$ cat src/rtl/cpu_pkg.sv
// Shared control-bundle types, ALU class encodings and stage helpers for the
// hazard/control pipeline (optional stall counter: HAZARD_CNT_EN).
package cpu_pkg;

  localparam logic [1:0] ALU_ADD = 2'b00;
  localparam logic [1:0] ALU_BR  = 2'b01;
  localparam logic [1:0] ALU_R   = 2'b10;
  localparam logic [1:0] ALU_I   = 2'b11;

  typedef struct packed {
    logic       reg_write;
    logic       memto_reg;
    logic       mem_read;
    logic       mem_write;
    logic       alu_src;
    logic [1:0] alu_op;
    logic [4:0] rd;
  } ctrl_t;

  localparam ctrl_t CTRL_BUBBLE = ctrl_t'(12'h000);

  // EX/MEM no longer needs the ALU controls.
  function automatic ctrl_t to_mem(input ctrl_t c);
    ctrl_t m;
    m         = c;
    m.alu_src = 1'b0;
    m.alu_op  = ALU_ADD;
    return m;
  endfunction

  // MEM/WB keeps only the write-back controls and rd.
  function automatic ctrl_t to_wb(input ctrl_t c);
    ctrl_t w;
    w           = CTRL_BUBBLE;
    w.reg_write = c.reg_write;
    w.memto_reg = c.memto_reg;
    w.rd        = c.rd;
    return w;
  endfunction

endpackage

$ cat src/rtl/ctrl_stage_reg.sv
// One pipeline stage of the control bundle: sync reset, hold and bubble-load.
module ctrl_stage_reg
  import cpu_pkg::*;
(
  input  logic  clk,
  input  logic  rst,
  input  logic  hold,
  input  logic  bubble,
  input  ctrl_t d,
  output ctrl_t q
);

  // Reset beats hold, hold beats bubble, bubble beats the normal load.
  always_ff @(posedge clk) begin
    if (rst) begin
      q <= CTRL_BUBBLE;
    end else if (hold) begin
      q <= q;
    end else if (bubble) begin
      q <= CTRL_BUBBLE;
    end else begin
      q <= d;
    end
  end

endmodule

$ cat src/rtl/ctrl_hazard_pipe.sv
// ID/EX, EX/MEM, MEM/WB control pipeline with load-use hazard detection.
// Define HAZARD_CNT_EN to add the saturating stall_cnt_o counter.
module ctrl_hazard_pipe
  import cpu_pkg::*;
(
  input  logic       clk_i,
  input  logic       rst_i,
  input  logic       RegWrite_i,
  input  logic       MemtoReg_i,
  input  logic       MemRead_i,
  input  logic       MemWrite_i,
  input  logic       ALUSrc_i,
  input  logic [1:0] ALUOp_i,
  input  logic [4:0] rs1_i,
  input  logic [4:0] rs2_i,
  input  logic [4:0] rd_i,
  input  logic       stall_i,
  input  logic       flush_i,
  output logic       NoOp_o,
  output logic       Stall_o,
  output logic [1:0] ALUOp_ex_o,
  output logic       ALUSrc_ex_o,
  output logic       MemRead_ex_o,
  output logic [4:0] rd_ex_o,
  output logic       MemRead_mem_o,
  output logic       MemWrite_mem_o,
  output logic       RegWrite_mem_o,
  output logic [4:0] rd_mem_o,
  output logic       RegWrite_wb_o,
  output logic       MemtoReg_wb_o,
  output logic [4:0] rd_wb_o
`ifdef HAZARD_CNT_EN
  ,
  output logic [15:0] stall_cnt_o
`endif
);

  ctrl_t id_c;
  ctrl_t ex_q;
  ctrl_t mem_q;
  ctrl_t wb_q;
  logic  hazard;
  logic  unused_bits;

  assign id_c = '{reg_write: RegWrite_i, memto_reg: MemtoReg_i, mem_read: MemRead_i,
                  mem_write: MemWrite_i, alu_src: ALUSrc_i, alu_op: ALUOp_i, rd: rd_i};

  // rs2 is compared for every opcode; a spurious stall is cheaper than decoding it.
  assign hazard = ex_q.mem_read && (ex_q.rd != 5'd0) &&
                  ((ex_q.rd == rs1_i) || (ex_q.rd == rs2_i));

  ctrl_stage_reg u_id_ex (
    .clk(clk_i), .rst(rst_i), .hold(stall_i), .bubble(flush_i | hazard),
    .d(id_c), .q(ex_q)
  );

  ctrl_stage_reg u_ex_mem (
    .clk(clk_i), .rst(rst_i), .hold(stall_i), .bubble(1'b0),
    .d(to_mem(ex_q)), .q(mem_q)
  );

  ctrl_stage_reg u_mem_wb (
    .clk(clk_i), .rst(rst_i), .hold(stall_i), .bubble(1'b0),
    .d(to_wb(mem_q)), .q(wb_q)
  );

  assign NoOp_o         = hazard;
  assign Stall_o        = hazard;
  assign ALUOp_ex_o     = ex_q.alu_op;
  assign ALUSrc_ex_o    = ex_q.alu_src;
  assign MemRead_ex_o   = ex_q.mem_read;
  assign rd_ex_o        = ex_q.rd;
  assign MemRead_mem_o  = mem_q.mem_read;
  assign MemWrite_mem_o = mem_q.mem_write;
  assign RegWrite_mem_o = mem_q.reg_write;
  assign rd_mem_o       = mem_q.rd;
  assign RegWrite_wb_o  = wb_q.reg_write;
  assign MemtoReg_wb_o  = wb_q.memto_reg;
  assign rd_wb_o        = wb_q.rd;

  assign unused_bits = ^{mem_q.alu_src, mem_q.alu_op, wb_q.mem_read, wb_q.mem_write,
                         wb_q.alu_src, wb_q.alu_op, ALU_BR, ALU_R, ALU_I};

`ifdef HAZARD_CNT_EN
  logic [15:0] stall_cnt_r;

  // Counts cycles where a load-use bubble is actually inserted; saturates.
  always_ff @(posedge clk_i) begin
    if (rst_i) begin
      stall_cnt_r <= 16'h0000;
    end else if (hazard && !stall_i && (stall_cnt_r != 16'hFFFF)) begin
      stall_cnt_r <= stall_cnt_r + 16'h0001;
    end else begin
      stall_cnt_r <= stall_cnt_r;
    end
  end

  assign stall_cnt_o = stall_cnt_r;
`endif

endmodule

$ cat config.mk
export PLATFORM = sky130hd
export DESIGN_NAME = ctrl_hazard_pipe
export DESIGN_NICKNAME = d
export VERILOG_FILES = /design/src/rtl/cpu_pkg.sv /design/src/rtl/ctrl_stage_reg.sv /design/src/rtl/ctrl_hazard_pipe.sv
export SDC_FILE = /design/constraint.sdc
export NUM_CORES = 1
export LEC_CHECK = 0
export BUFFER_PORTS_ARGS = -buffer_cell sky130_fd_sc_hd__clkbuf_2
export CELL_PAD_IN_SITES_DETAIL_PLACEMENT = 2
export CELL_PAD_IN_SITES_GLOBAL_PLACEMENT = 2
export CORE_ASPECT_RATIO = 0.9
export CORE_MARGIN = 5
export CORE_UTILIZATION = 27
export DETAILED_ROUTE_END_ITERATION = 6
export MAX_ROUTING_LAYER = met4
export PLACE_DENSITY_LB_ADDON = 0.1
export RECOVER_POWER = 100
export SKIP_CTS_REPAIR_TIMING = 1
export SYNTH_ARGS = -nofsm -noshare
export SYNTH_HDL_FRONTEND = slang
export SYNTH_SLANG_ARGS = --single-unit
$ cat constraint.sdc
create_clock -name clk_i -period 2.3 [get_ports clk_i]
set_clock_uncertainty 0.05 [all_clocks]
set_input_delay 0.575 -clock clk_i [delete_from_list [all_inputs] [get_ports clk_i]]
set_output_delay 0.575 -clock clk_i [all_outputs]
set_load 0.02 [all_outputs]
* Word level (Yosys, flattened, before mapping)
Cells that the tools add are included.
Storage, ports and cells: flip-flop bits (word level) 28, bits of input ports 26, output and inout port bits 26, word-level logic and storage cells 23
Cells by class: eq/ne operators 2, mux-type cells 1, bitwise operators 1, reductions and logical operators 4
Operator list (count):
- $mux W12 | 1
- $eq A5 B5 Y1 | 2
- $reduce_bool A5 Y1 | 1
- $logic_and A1 B1 Y1 | 2
- $logic_or A1 B1 Y1 | 1
- $or A1 B1 Y1 | 1

* Logic depth before layout (Yosys ltp)
depth in word-level cells 5, gate-level depth with buffers 5, depth with buffers taken out 4

* Modules after synthesis
A second synthesis with hierarchy kept.
Unflattened totals: cells, all modules 180, area, all modules 1776.7 um^2
By module, submodules not included:
- ctrl_stage_reg | times used 3, cells an instance 53, area an instance 541.8 um^2, sequential area each 240.2 um^2
- ctrl_hazard_pipe | times used 1, cells an instance 21, area an instance 151.4 um^2, sequential area each 0.0 um^2

* Worst setup path after synthesis
Ideal clock, no wire load.
path kind input-to-output, start point input rs2_i[4], end point output Stall_o, arrival 1639 ps, setup slack 36 ps, stages 5, cell sequence xnor2_1 nand3_1 o22ai_1 nor2b_1 buf_4
On the way: word-level cells in the longest chain between the ends 3
Ends and longest elaborated chain:
- from (decl) | RTL line ctrl_hazard_pipe.sv:15 | input logic [4:0] rs2_i,
- $eq A5 B5 Y1 | RTL line ctrl_hazard_pipe.sv:50 | ((ex_q.rd == rs1_i) || (ex_q.rd == rs2_i));
- $logic_or A1 B1 Y1 | RTL line ctrl_hazard_pipe.sv:50
- $logic_and A1 B1 Y1 | RTL line ctrl_hazard_pipe.sv:49 | assign hazard = ex_q.mem_read && (ex_q.rd != 5'd0) &&
- to (decl) | RTL line ctrl_hazard_pipe.sv:20 | output logic Stall_o,
No other way between the ends.

* Worst setup path in the final report
start point register u_id_ex.q[4] in the netlist's numbering, end point output NoOp_o
On the way: word-level cells in the longest chain between the ends 3, elaborated cells between the ends (all ways) 6
Ends and longest elaborated chain:
- from (decl) | RTL line ctrl_stage_reg.sv:10 | output ctrl_t q
- from (signal assigned) | RTL line ctrl_stage_reg.sv:18 | q <= q;
- $eq A5 B5 Y1 / $reduce_bool A5 Y1 (equally long branches) | RTL line ctrl_hazard_pipe.sv:50, ctrl_hazard_pipe.sv:49
- $logic_or A1 B1 Y1 / $logic_and A1 B1 Y1 (equally long branches) | RTL line ctrl_hazard_pipe.sv:50, ctrl_hazard_pipe.sv:49
- $logic_and A1 B1 Y1 (*) | RTL line ctrl_hazard_pipe.sv:49
- to (decl) | RTL line ctrl_hazard_pipe.sv:19 | output logic NoOp_o,
Mark *: on every way between the ends. The rest lies on a longest branch, timed or not.

==> impl_metrics.yaml <==
status:
  status: "finished clean"
synthesis:
  syn_avg_cell_area_um2: 9.611
  synth.distinct_cells: 17
  synth_nets: 164
  ys_seq_elements: 28
  yosys_warnings: 0
  netlist_area_um2: 1326
  ys_seq_area_share_pct: 42.26
  synthCells: 138
worst_setup_path:
  cp-start-kind: "flop"
  cp_max_fo: 6
  path_buf_inv: 1
  r2r_cells: 5
  reg2reg_slack_ns: 0.60
  path_cells: "or4_1, o21ai_2, nor2b_2, clkbuf_2"
  cp.arrival_ns: 1.58
  crit_type: "flop to primary output"
  crit_slowest_cell: "or4_1"
  timing.rr.end: "u_id_ex.q[2]"
  reg2reg_from: "u_id_ex.q[4]"
  worst_setup_path_end_kind: "primary output"
  critical-path-top-delay-family: "simple AND/OR/NAND/NOR gates"
  cp_data_required_time_ns: 1.67
  max_stage_delay_ns: 0.54
grt:
  grt.overflow.total: 0
  met3_usage_pct: 3.568
  antenna_found_initial: 0
  grt_start_max_net_pins: 25
  use_met1_pct: 14.05
  grt_pass1_vias: 1252
  grt_use_met2_pct: 20.99
  grt_pass1_wl_um: 6175
  busiest_layer: "met2"
  track_usage_pct: 12.16
die:
  die_y_um: 76.49
  pin_count: 52
  start_util_pct: 27.60
  coreArea_um2: 4805
  row_count: 24
  dieArea_um2: 6416
  die_x_um: 83.88
drt:
  ant_nets: 0
  wl_per_cell_um: 15.20
  dr.pass1.iters: 2
  drc_errors: 0
  drt_iter0_drc: 39
  vias_per_cell: 4.676
  wl_um: 3663
  vias: 1127
placed_design:
  gp_congestion: 0.6390
  dpl.cell_count: 237
  port_buffers: 51
  post-dp-hpwl_um: 2845
clock_tree:
  ctsLongestPathBuffers: 2
  cts_max_level: 1
  clockRootBuffer: "clkbuf_8"
  cts_tree: "done"
  clk_latency_ns: 0.28
  cts_buffers: 3
  path_clk_slew_ns: 0.09
  clock-sinks: 28
cells_and_area:
  area_delta_synth_final_pct: 21.04
  nets: 203
  antennaDiodeCount: 0
  drive_gt1_share_pct: 30.11
  final_cell_count_no_fill: 241
power_and_ir_drop:
  vdd_drop_max_mv: 0.5690
  power_density_nw_per_um2: 689.8
  leakage_nw: 0.6440
  internal-power_mw: 0.8174
  sw_frac_of_total_pct: 26.18
  power_switching_mw: 0.2899
  pwr-share-comb_pct: 16.0
  seqPwrFrac_pct: 48.5
  power_frac_clock_pct: 35.6
sta:
  hold_violations: 0
  layout_min_cycle_time_ns: 2.207
  worstMarginPinSlew_ns: 1.091
  rsz0062_at_grt: "false"
  slew_headroom_pct: 27.25
  slew_viol_final: 0
  setup_viol: 0
  fmax_mhz: 453.2
  hold_slack_ns: 0.4333
  period_share_pct: 95.94
hold_path:
  holdPathStages: 2
  whs_endpoint: "u_id_ex.q[6]"
  holdCritPathClass: "flop to flop"
  min-delay-start: "u_id_ex.q[6]"
job:
  drv_cap: 0
## power by group through the flow
| stage | logic (mW) | registers (mW) | clock network, mW |
|---|---|---|---|
| CTS | 0.186 | 0.537 | 0.413 |
| detailed placement | 0.185 | 0.548 | 0 |
| floorplan | 0.129 | 0.547 | 0 |
| finish | 0.177 | 0.537 | 0.394 |
| global route | 0.195 | 0.542 | 0.430 |
| global placement | 0.180 | 0.547 | 0 |
## layer usage
layer  wire, um  up-vias  part of all wire (%)
li1           -      551                     -
met1       1638      545                    45
met2       1830       29                    50
met3        170        2                   4.6
met4         23        0                  0.63
met5          0        -                     0
## per-stage QoR
stage               util (%)  cell area [um2]  power [mW]  setup TNS [ns]  setup slack (ns)
floorplan                  -             1326      0.6766               0           0.03641
global placement       32.37             1555      0.7274               0            0.1399
detailed placement     32.37             1555      0.7337               0            0.1049
CTS                    33.85             1627       1.137        -0.09141          -0.04752
global route           33.41             1605       1.167               0          0.007118
finish                 33.41             1605       1.107               0           0.09331
## worst max-delay path by stage
stage | slack [ns] | to | cells after the start | from
floorplan | 0.04 | Stall_o | 5 | rs2_i[4]
global placement | 0.14 | Stall_o | 6 | rs2_i[4]
detailed placement | 0.10 | NoOp_o | 6 | rs2_i[4]
CTS | -0.05 | NoOp_o | 5 | u_id_ex.q[4]
global route | 0.007 | Stall_o | 5 | u_id_ex.q[0]
finish | 0.09 | NoOp_o | 4 | u_id_ex.q[4]
## worst min-delay path, cell delays in order, from the launching register on
cell and delay (ns):
dfxtp_1 0.34, a32oi_1 0.07, o21ai_2 0.05
## cells by family after synthesis
kind of cell / count (synthesis) / share of synthesized area, %
compound gates: 26 / 16.13
xor+xnor: 10 / 6.603
buf+inv: 22 / 10.94
flops: 28 / 42.26
mux: 16 / 12.08
simple gates: 36 / 11.98
## state kept, by name (all words and copies together), names as in the netlist
signal / count
u_id_ex.q: 12
u_ex_mem.q: 9
u_mem_wb.q: 7
## area by class of cell
type	instances	area [um2]
tap	65	81.33
clock inverter	1	30.03
multi-input combinational	88	619.3
timing repair buffer	56	261.5
sequential	28	571.8
clock buffer	3	41.29
fill	577	3199
## placed cells by master, fill, tap and decap left out
master	Yosys	layout
clkbuf_1	3	23
o22ai_1	1	1
nor3_4	1	1
clkbuf_8	0	3
dfxtp_4	0	2
nand2_1	14	14
nand3_1	2	2
or4_1	1	1
o21ai_0	0	4
nor2_1	16	16
mux2i_1	16	16
o21ai_2	10	9
bufinv_16	0	1
buf_4	13	4
xnor2_1	10	10
nor2b_1	2	1
a32oi_1	12	12
dfxtp_2	0	3
nor2b_2	0	1
clkbuf_2	0	29
dfxtp_1	28	23
## cells in the mapped netlist
master	instances	area, um2
nand2_1	14	52.55
buf_4	13	97.59
mux2i_1	16	160.2
xnor2_1	10	87.58
o21ai_2	10	87.58
nor2_1	16	60.06
dfxtp_1	28	560.5
a32oi_1	12	105.1
buf_6	1	11.26
nand3_1	2	10.01
nor2b_1	2	12.51
buf_2	5	25.02
clkbuf_1	3	11.26
o21ai_1	3	15.01
nor3_4	1	16.27
o22ai_1	1	6.260
or4_1	1	7.510
Note: power is estimated with default switching activity, not from simulation.
